$ cat src/rtl/pipe_pkg.sv
// Shared types for the pipeline stall/flush sequencer: FSM states and register-index constants.
package pipe_pkg;

   localparam int unsigned REG_W = 5;

   typedef enum logic [1:0] {
      RUN      = 2'd0,
      MEM_WAIT = 2'd1,
      DRAIN    = 2'd2
   } pipe_state_t;

   localparam logic [REG_W-1:0] REG_X0 = 5'd0;

endpackage

$ cat src/rtl/pipe_ctrl_if.sv
// Hazard inputs and per-stage enable/flush controls exchanged between the pipeline and pipe_ctrl.
interface pipe_ctrl_if #(
   parameter int unsigned CNT_W = 32
);
   import pipe_pkg::*;

   logic             id_valid;
   logic [REG_W-1:0] id_rs1;
   logic [REG_W-1:0] id_rs2;
   logic             id_uses_rs1;
   logic             id_uses_rs2;
   logic             id_fence;
   logic             ex_mem_read;
   logic [REG_W-1:0] ex_rd;
   logic             ex_branch_taken;
   logic             mem_req;
   logic             dmem_ready;

   logic             pc_en;
   logic             if_id_en;
   logic             id_ex_en;
   logic             ex_mem_en;
   logic             mem_wb_en;
   logic             pc_redirect;
   logic             if_id_flush;
   logic             id_ex_flush;
   logic             mem_wb_flush;
   logic [CNT_W-1:0] stall_cnt;
   logic [CNT_W-1:0] flush_cnt;

   modport master (
      output id_valid, id_rs1, id_rs2, id_uses_rs1, id_uses_rs2, id_fence,
             ex_mem_read, ex_rd, ex_branch_taken, mem_req, dmem_ready,
      input  pc_en, if_id_en, id_ex_en, ex_mem_en, mem_wb_en, pc_redirect,
             if_id_flush, id_ex_flush, mem_wb_flush, stall_cnt, flush_cnt
   );

   modport slave (
      input  id_valid, id_rs1, id_rs2, id_uses_rs1, id_uses_rs2, id_fence,
             ex_mem_read, ex_rd, ex_branch_taken, mem_req, dmem_ready,
      output pc_en, if_id_en, id_ex_en, ex_mem_en, mem_wb_en, pc_redirect,
             if_id_flush, id_ex_flush, mem_wb_flush, stall_cnt, flush_cnt
   );

endinterface

$ cat src/rtl/pipe_ctrl_hazard.sv
// Load-use comparator: a valid load in EX writes a register the ID instruction actually reads.
module pipe_ctrl_hazard
   import pipe_pkg::*;
(
   input  logic             i_ex_mem_read,
   input  logic             i_ex_v,
   input  logic [REG_W-1:0] i_ex_rd,
   input  logic [REG_W-1:0] i_id_rs1,
   input  logic [REG_W-1:0] i_id_rs2,
   input  logic             i_id_uses_rs1,
   input  logic             i_id_uses_rs2,
   output logic             o_load_use_c
);

   logic w_rs1_hit;
   logic w_rs2_hit;

   assign w_rs1_hit    = i_id_uses_rs1 & (i_ex_rd == i_id_rs1);
   assign w_rs2_hit    = i_id_uses_rs2 & (i_ex_rd == i_id_rs2);
   // x0 is never a real producer, so a load to x0 cannot create a hazard
   assign o_load_use_c = i_ex_mem_read & i_ex_v & (i_ex_rd != REG_X0) & (w_rs1_hit | w_rs2_hit);

endmodule

$ cat src/rtl/pipe_ctrl.sv
// Central stall/flush sequencer for the 5-stage pipeline (mem wait > branch > load-use > fence drain).
// Performance counters are built only when PIPE_CTRL_PERF_EN is defined; otherwise tied to zero.
module pipe_ctrl
   import pipe_pkg::*;
#(
   parameter int unsigned CNT_W = 32
) (
   input  logic      clk,
   input  logic      reset,
   pipe_ctrl_if.slave io_pipe
);

   pipe_state_t r_state;
   pipe_state_t w_next;
   logic        r_ex_v;
   logic        r_mem_v;
   logic        r_wb_v;

   logic w_load_use;
   logic w_mem_wait;
   logic w_branch;
   logic w_older_v;
   logic w_fence_block;

   logic w_pc_en;
   logic w_if_id_en;
   logic w_id_ex_en;
   logic w_ex_mem_en;
   logic w_mem_wb_en;
   logic w_pc_redirect;
   logic w_if_id_flush;
   logic w_id_ex_flush;
   logic w_mem_wb_flush;

   pipe_ctrl_hazard u_hazard (
      .i_ex_mem_read (io_pipe.ex_mem_read),
      .i_ex_v        (r_ex_v),
      .i_ex_rd       (io_pipe.ex_rd),
      .i_id_rs1      (io_pipe.id_rs1),
      .i_id_rs2      (io_pipe.id_rs2),
      .i_id_uses_rs1 (io_pipe.id_uses_rs1),
      .i_id_uses_rs2 (io_pipe.id_uses_rs2),
      .o_load_use_c  (w_load_use)
   );

   assign w_mem_wait    = io_pipe.mem_req & ~io_pipe.dmem_ready;
   assign w_branch      = io_pipe.ex_branch_taken & r_ex_v;
   assign w_older_v     = r_ex_v | r_mem_v | r_wb_v;
   assign w_fence_block = io_pipe.id_fence & io_pipe.id_valid & w_older_v;

   // Next state and stage controls, highest-priority event first
   always_comb begin
      w_next         = r_state;
      w_pc_en        = 1'b1;
      w_if_id_en     = 1'b1;
      w_id_ex_en     = 1'b1;
      w_ex_mem_en    = 1'b1;
      w_mem_wb_en    = 1'b1;
      w_pc_redirect  = 1'b0;
      w_if_id_flush  = 1'b0;
      w_id_ex_flush  = 1'b0;
      w_mem_wb_flush = 1'b0;
      if (reset) begin
         w_next         = RUN;
         w_pc_en        = 1'b0;
         w_if_id_flush  = 1'b1;
         w_id_ex_flush  = 1'b1;
         w_mem_wb_flush = 1'b1;
      end else if (w_mem_wait) begin
         w_next         = (r_state == DRAIN) ? DRAIN : MEM_WAIT;
         w_pc_en        = 1'b0;
         w_if_id_en     = 1'b0;
         w_id_ex_en     = 1'b0;
         w_ex_mem_en    = 1'b0;
         w_mem_wb_flush = 1'b1;
      end else if (w_branch) begin
         w_next        = RUN;
         w_pc_redirect = 1'b1;
         w_if_id_flush = 1'b1;
         w_id_ex_flush = 1'b1;
      end else if ((r_state == DRAIN) && !w_older_v) begin
         w_next = RUN;
      end else if ((r_state == DRAIN) || w_load_use || w_fence_block) begin
         // Hold fetch/decode and feed a bubble into EX
         w_next        = ((r_state == DRAIN) || (!w_load_use)) ? DRAIN : RUN;
         w_pc_en       = 1'b0;
         w_if_id_en    = 1'b0;
         w_id_ex_flush = 1'b1;
      end else begin
         w_next = RUN;
      end
   end

   always_ff @(posedge clk) begin
      if (reset) begin
         r_state <= RUN;
         r_ex_v  <= 1'b0;
         r_mem_v <= 1'b0;
         r_wb_v  <= 1'b0;
      end else begin
         r_state <= w_next;
         if (w_id_ex_en)  r_ex_v  <= io_pipe.id_valid & ~w_id_ex_flush;
         if (w_ex_mem_en) r_mem_v <= r_ex_v;
         if (w_mem_wb_en) r_wb_v  <= r_mem_v & ~w_mem_wb_flush;
      end
   end

   assign io_pipe.pc_en        = w_pc_en;
   assign io_pipe.if_id_en     = w_if_id_en;
   assign io_pipe.id_ex_en     = w_id_ex_en;
   assign io_pipe.ex_mem_en    = w_ex_mem_en;
   assign io_pipe.mem_wb_en    = w_mem_wb_en;
   assign io_pipe.pc_redirect  = w_pc_redirect;
   assign io_pipe.if_id_flush  = w_if_id_flush;
   assign io_pipe.id_ex_flush  = w_id_ex_flush;
   assign io_pipe.mem_wb_flush = w_mem_wb_flush;

`ifdef PIPE_CTRL_PERF_EN
   logic [CNT_W-1:0] r_stall_cnt;
   logic [CNT_W-1:0] r_flush_cnt;

   always_ff @(posedge clk) begin
      if (reset) begin
         r_stall_cnt <= '0;
         r_flush_cnt <= '0;
      end else begin
         if (!w_pc_en)      r_stall_cnt <= r_stall_cnt + CNT_W'(1);
         if (w_pc_redirect) r_flush_cnt <= r_flush_cnt + CNT_W'(1);
      end
   end

   assign io_pipe.stall_cnt = r_stall_cnt;
   assign io_pipe.flush_cnt = r_flush_cnt;
`else
   localparam logic [CNT_W-1:0] ZERO_CNT = '0;

   assign io_pipe.stall_cnt = ZERO_CNT;
   assign io_pipe.flush_cnt = ZERO_CNT;
`endif

endmodule

$ cat src/flat_wrapper.sv
// flat-port wrapper written by rule: the top's interface ports become plain ports
module pipe_ctrl_flat import pipe_pkg::*;
#(
   parameter int unsigned CNT_W = 32
)
  (clk, reset, io_pipe_id_valid, io_pipe_id_rs1, io_pipe_id_rs2, io_pipe_id_uses_rs1, io_pipe_id_uses_rs2, io_pipe_id_fence, io_pipe_ex_mem_read, io_pipe_ex_rd, io_pipe_ex_branch_taken, io_pipe_mem_req, io_pipe_dmem_ready, io_pipe_pc_en, io_pipe_if_id_en, io_pipe_id_ex_en, io_pipe_ex_mem_en, io_pipe_mem_wb_en, io_pipe_pc_redirect, io_pipe_if_id_flush, io_pipe_id_ex_flush, io_pipe_mem_wb_flush, io_pipe_stall_cnt, io_pipe_flush_cnt);
  pipe_ctrl_if #(.CNT_W(CNT_W)) io_pipe_i ();
  input  logic clk;
  input  logic reset;
  input wire logic [$bits(io_pipe_i.id_valid)-1:0] io_pipe_id_valid;
  input wire logic [$bits(io_pipe_i.id_rs1)-1:0] io_pipe_id_rs1;
  input wire logic [$bits(io_pipe_i.id_rs2)-1:0] io_pipe_id_rs2;
  input wire logic [$bits(io_pipe_i.id_uses_rs1)-1:0] io_pipe_id_uses_rs1;
  input wire logic [$bits(io_pipe_i.id_uses_rs2)-1:0] io_pipe_id_uses_rs2;
  input wire logic [$bits(io_pipe_i.id_fence)-1:0] io_pipe_id_fence;
  input wire logic [$bits(io_pipe_i.ex_mem_read)-1:0] io_pipe_ex_mem_read;
  input wire logic [$bits(io_pipe_i.ex_rd)-1:0] io_pipe_ex_rd;
  input wire logic [$bits(io_pipe_i.ex_branch_taken)-1:0] io_pipe_ex_branch_taken;
  input wire logic [$bits(io_pipe_i.mem_req)-1:0] io_pipe_mem_req;
  input wire logic [$bits(io_pipe_i.dmem_ready)-1:0] io_pipe_dmem_ready;
  output wire logic [$bits(io_pipe_i.pc_en)-1:0] io_pipe_pc_en;
  output wire logic [$bits(io_pipe_i.if_id_en)-1:0] io_pipe_if_id_en;
  output wire logic [$bits(io_pipe_i.id_ex_en)-1:0] io_pipe_id_ex_en;
  output wire logic [$bits(io_pipe_i.ex_mem_en)-1:0] io_pipe_ex_mem_en;
  output wire logic [$bits(io_pipe_i.mem_wb_en)-1:0] io_pipe_mem_wb_en;
  output wire logic [$bits(io_pipe_i.pc_redirect)-1:0] io_pipe_pc_redirect;
  output wire logic [$bits(io_pipe_i.if_id_flush)-1:0] io_pipe_if_id_flush;
  output wire logic [$bits(io_pipe_i.id_ex_flush)-1:0] io_pipe_id_ex_flush;
  output wire logic [$bits(io_pipe_i.mem_wb_flush)-1:0] io_pipe_mem_wb_flush;
  output wire logic [$bits(io_pipe_i.stall_cnt)-1:0] io_pipe_stall_cnt;
  output wire logic [$bits(io_pipe_i.flush_cnt)-1:0] io_pipe_flush_cnt;
  assign io_pipe_i.id_valid = io_pipe_id_valid;
  assign io_pipe_i.id_rs1 = io_pipe_id_rs1;
  assign io_pipe_i.id_rs2 = io_pipe_id_rs2;
  assign io_pipe_i.id_uses_rs1 = io_pipe_id_uses_rs1;
  assign io_pipe_i.id_uses_rs2 = io_pipe_id_uses_rs2;
  assign io_pipe_i.id_fence = io_pipe_id_fence;
  assign io_pipe_i.ex_mem_read = io_pipe_ex_mem_read;
  assign io_pipe_i.ex_rd = io_pipe_ex_rd;
  assign io_pipe_i.ex_branch_taken = io_pipe_ex_branch_taken;
  assign io_pipe_i.mem_req = io_pipe_mem_req;
  assign io_pipe_i.dmem_ready = io_pipe_dmem_ready;
  assign io_pipe_pc_en = io_pipe_i.pc_en;
  assign io_pipe_if_id_en = io_pipe_i.if_id_en;
  assign io_pipe_id_ex_en = io_pipe_i.id_ex_en;
  assign io_pipe_ex_mem_en = io_pipe_i.ex_mem_en;
  assign io_pipe_mem_wb_en = io_pipe_i.mem_wb_en;
  assign io_pipe_pc_redirect = io_pipe_i.pc_redirect;
  assign io_pipe_if_id_flush = io_pipe_i.if_id_flush;
  assign io_pipe_id_ex_flush = io_pipe_i.id_ex_flush;
  assign io_pipe_mem_wb_flush = io_pipe_i.mem_wb_flush;
  assign io_pipe_stall_cnt = io_pipe_i.stall_cnt;
  assign io_pipe_flush_cnt = io_pipe_i.flush_cnt;
  pipe_ctrl #(.CNT_W(CNT_W)) u_core (.clk(clk), .reset(reset), .io_pipe(io_pipe_i));
endmodule
$ cat config.mk
export PLATFORM = sky130hd
export DESIGN_NAME = pipe_ctrl_flat
export DESIGN_NICKNAME = d
export VERILOG_FILES = /design/src/rtl/pipe_pkg.sv /design/src/rtl/pipe_ctrl_if.sv /design/src/rtl/pipe_ctrl_hazard.sv /design/src/rtl/pipe_ctrl.sv /design/src/flat_wrapper.sv
export SDC_FILE = /design/constraint.sdc
export NUM_CORES = 1
export LEC_CHECK = 0
export CORE_AREA = 2 2 42 83
export DETAILED_ROUTE_END_ITERATION = 6
export DIE_AREA = 0 0 44 85
export PLACE_DENSITY = 0.84
export SYNTH_ARGS = -nofsm -noshare
export SYNTH_HDL_FRONTEND = slang
export SYNTH_SLANG_ARGS = --single-unit
$ cat constraint.sdc
create_clock -name clk -period 5.1 [get_ports clk]
set_input_delay 1.02 -clock clk [delete_from_list [all_inputs] [get_ports clk]]
set_output_delay 1.02 -clock clk [all_outputs]
set_load 0.01 [all_outputs]
==> summary.txt <==
Run status
  – Status: finished clean

Power and ir drop
  – Pwr/cell area: about 190 mW/mm²
  – VDD IR max: ~0.13 mV
  – LEAKAGE: 0.509 nW

Global routing
  – First-pass GRT wire length: approximately 2500 µm
  – Tot GR Track Use: 9.01%
  – Largest net degree at the start of global routing: 8
  – Initial antenna violation count: 0
  – Number of global-route vias before repair: 585
  – Grt ovf: 0

Clock tree
  – Inserted Clock Buffers: 3
  – CTS root buf: clkbuf_8
  – CTS resizes: 0
  – Largest buffer count on any clock path: 2
  – CTS tree: built
  – Post-CTS Setup Inserts: 0
  – Cts hold-fix bufs: 0
  – Clk pin slew, worst setup/hold paths: 40 ps
  – CTS sink count: 5
  – Htree depth: 1
  – Clock latency on the worst-skew pair: 230 ps

Synth
  – Post-Synthesis Cells: about 130
  – Post-synthesis sequential area ratio: 10.8%
  – Yosys Warn Count: 0
  – Syn_area_per_cell: approximately 7.4 µm²
  – Post-synthesis cell area: 928 µm²
  – Cell variety after synth: 24
  – Yosys reg bits: 5

STA
  – Final Hold Vio Count: 0
  – Unrepaired setup endpoints after global routing: no
  – Skew final: 0.559 ps
  – Highest clock rate: between 200 and 250 MHz
  – PnR worst setup slack: 999 ps
  – Slew Viols, Final: 0
  – Setup-failing EPs final: 0
  – Min cycle time layout: 4100 ps
  – TNS Setup: 0 ps
  – Final period util: 80.4%

Placement
  – IO Port Bufs: 32
  – Detailed Place HPWL: 1570 µm
  – GP Congestion: 0.718
  – Setup slack at placement: between 900 and 1000 ps

Setup path
  – Critical Path AT: 3080 ps
  – WP data required: roughly 4000 ps
  – CP endpoint kind: output port
  – Worst R2R End: u_core.r_ex_v$_SDFFE_PP0P_
  – R2R Path Start: u_core.r_ex_v$_SDFFE_PP0P_
  – Reg2Reg Setup Slack: 3830 ps
  – Startpoint Class: input pin
  – Critical path endpoint: io_pipe_if_id_en
  – Setup CP Type: in -> out
  – R2R depth: 4
  – Max FO, Critical Path: 4
  – Launch point of the worst path: io_pipe_ex_rd[1]

Layout
  – Layout cells sized above 1: 3.16%
  – Most frequent cells in the layout: 65 x conb_1, 32 x clkdlybuf4s50_1, 10 x xnor2_1, 8 x nand2_1, 5 x dfxtp_1
  – Ant. Diodes: 0
  – Nets: ~180
  – Commonest non-fill, non-tap cell in the layout: conb_1
  – P&R area growth vs syn: 15.6%

Floorplanning
  – Rows: 29
  – Die area: about 0.0037 mm²
  – Ports: 98
  – Chip width: 44 µm
  – Die H: 85 µm
  – Core ar.: between 0.003 and 0.004 mm²
  – Initial Util: 29.8%

Route
  – ANT nets after route: 0
  – Final WL: 1800 µm
  – Wire length on met3: 350 µm
  – Max Used Layer: met4
  – Drt wl/cell: approximately 9.5 µm
  – WL met2: a little over 900 µm
  – Vias per cell: 3.90
  – WL met1: 487 µm
  – Vias: 738
  – Initial DRC Count: 3
  – DRC viols: 0
  – DR pass1 iterations: 4

Flow run
  – Max-cap violation count: 0

Min path
  – Hold Crit Class: reg -> reg
-- kinds of logic after synthesis --
kind of cell | Yosys count | synth area share (%)
AO/OA/AOI/OAI | 16 | 11.5
XOR/XNOR | 10 | 9.43
other | 2 | 0.809
AND/OR/NAND/NOR | 22 | 12.5
flip-flops | 5 | 10.8
buffers and inverters | 70 | 55.0
-- sequential cells by signal, indices dropped and copies added, names as in the netlist --
| name | count |
|---|---|
| u_core.r_wb_v | 1 |
| u_core.r_ex_v | 1 |
| u_core.r_mem_v | 1 |
| u_core.r_state | 2 |
-- critical path, stage by stage --
cell	delay (ps)
clkdlybuf4s50_1	480
or4_4	570
o2111a_2	300
a31oi_1	170
clkdlybuf4s50_1	550
-- stage by stage --
step	area, µm²	utilization [%]	cells	hold WS, ps	power [mW]
after floorplan	1160	-	188	434	0.129
after global placement	1030	33.0	185	454	0.126
after detailed placement	1030	33.0	185	472	0.127
after CTS	1070	34.4	189	478	0.204
after global routing	1070	34.4	189	512	0.215
final	1070	34.4	189	475	0.204
-- power by group --
group / switching, mW / internal, mW
Clock: 0.0238 / 0.0540
Sequential: 0.00271 / 0.0422
Combinational: 0.0455 / 0.0363
Total: 0.0719 / 0.133
-- layer usage --
metal	track usage, %	vias up
met2	17.6	80
met3	2.98	4
li1	-	342
met4	5.79	0
met5	0	-
met1	6.59	312
-- how the worst min path moves through the flow --
stage	startpoint	endpoint	slack, ps	cells past startpoint
floorplan	u_core.r_mem_v$_SDFFE_PP0P_	u_core.r_mem_v$_SDFFE_PP0P_	430	2
global placement	u_core.r_mem_v$_SDFFE_PP0P_	u_core.r_mem_v$_SDFFE_PP0P_	450	2
detailed placement	u_core.r_mem_v$_SDFFE_PP0P_	u_core.r_mem_v$_SDFFE_PP0P_	470	2
CTS	u_core.r_mem_v$_SDFFE_PP0P_	u_core.r_mem_v$_SDFFE_PP0P_	480	2
global route	u_core.r_mem_v$_SDFFE_PP0P_	u_core.r_wb_v$_SDFF_PP0_	510	1
finish	u_core.r_mem_v$_SDFFE_PP0P_	u_core.r_mem_v$_SDFFE_PP0P_	470	2
-- cell usage after synthesis --
| cell | count | area share, % |
|---|---|---|
| buf_4 | 66 | 53 |
| xnor2_1 | 10 | 9.4 |
| nand2_1 | 8 | 3.2 |
| dfxtp_1 | 5 | 11 |
| inv_1 | 4 | 1.6 |
| o21ai_0 | 4 | 2.2 |
| a21oi_1 | 3 | 1.6 |
| a31oi_1 | 3 | 2.0 |
| nor2_1 | 3 | 1.2 |
| and2_1 | 2 | 1.3 |
| conb_1 | 2 | 0.81 |
| nand2b_1 | 2 | 1.3 |
| nand4_1 | 2 | 1.3 |
| a21o_1 | 1 | 0.81 |
| a31o_1 | 1 | 0.94 |
| a32oi_1 | 1 | 0.94 |
| and4b_1 | 1 | 1.1 |
| nand3_1 | 1 | 0.54 |
| nor2b_1 | 1 | 0.67 |
| nor3_1 | 1 | 0.54 |
| o2111a_2 | 1 | 1.3 |
| o2111ai_1 | 1 | 0.94 |
| o22ai_1 | 1 | 0.67 |
| or4_4 | 1 | 1.2 |
-- final cells by class --
| class | instances | area [µm²] |
|---|---|---|
| Clock buffer | 4 | 45.0 |
| Fill cell | 334 | 2050 |
| Inverter | 4 | 15.0 |
| Multi-Input combinational cell | 113 | 554 |
| Sequential cell | 5 | 100 |
| Tap cell | 31 | 38.8 |
| Timing Repair Buffer | 32 | 320 |
Power figures use the tool's default switching activity.
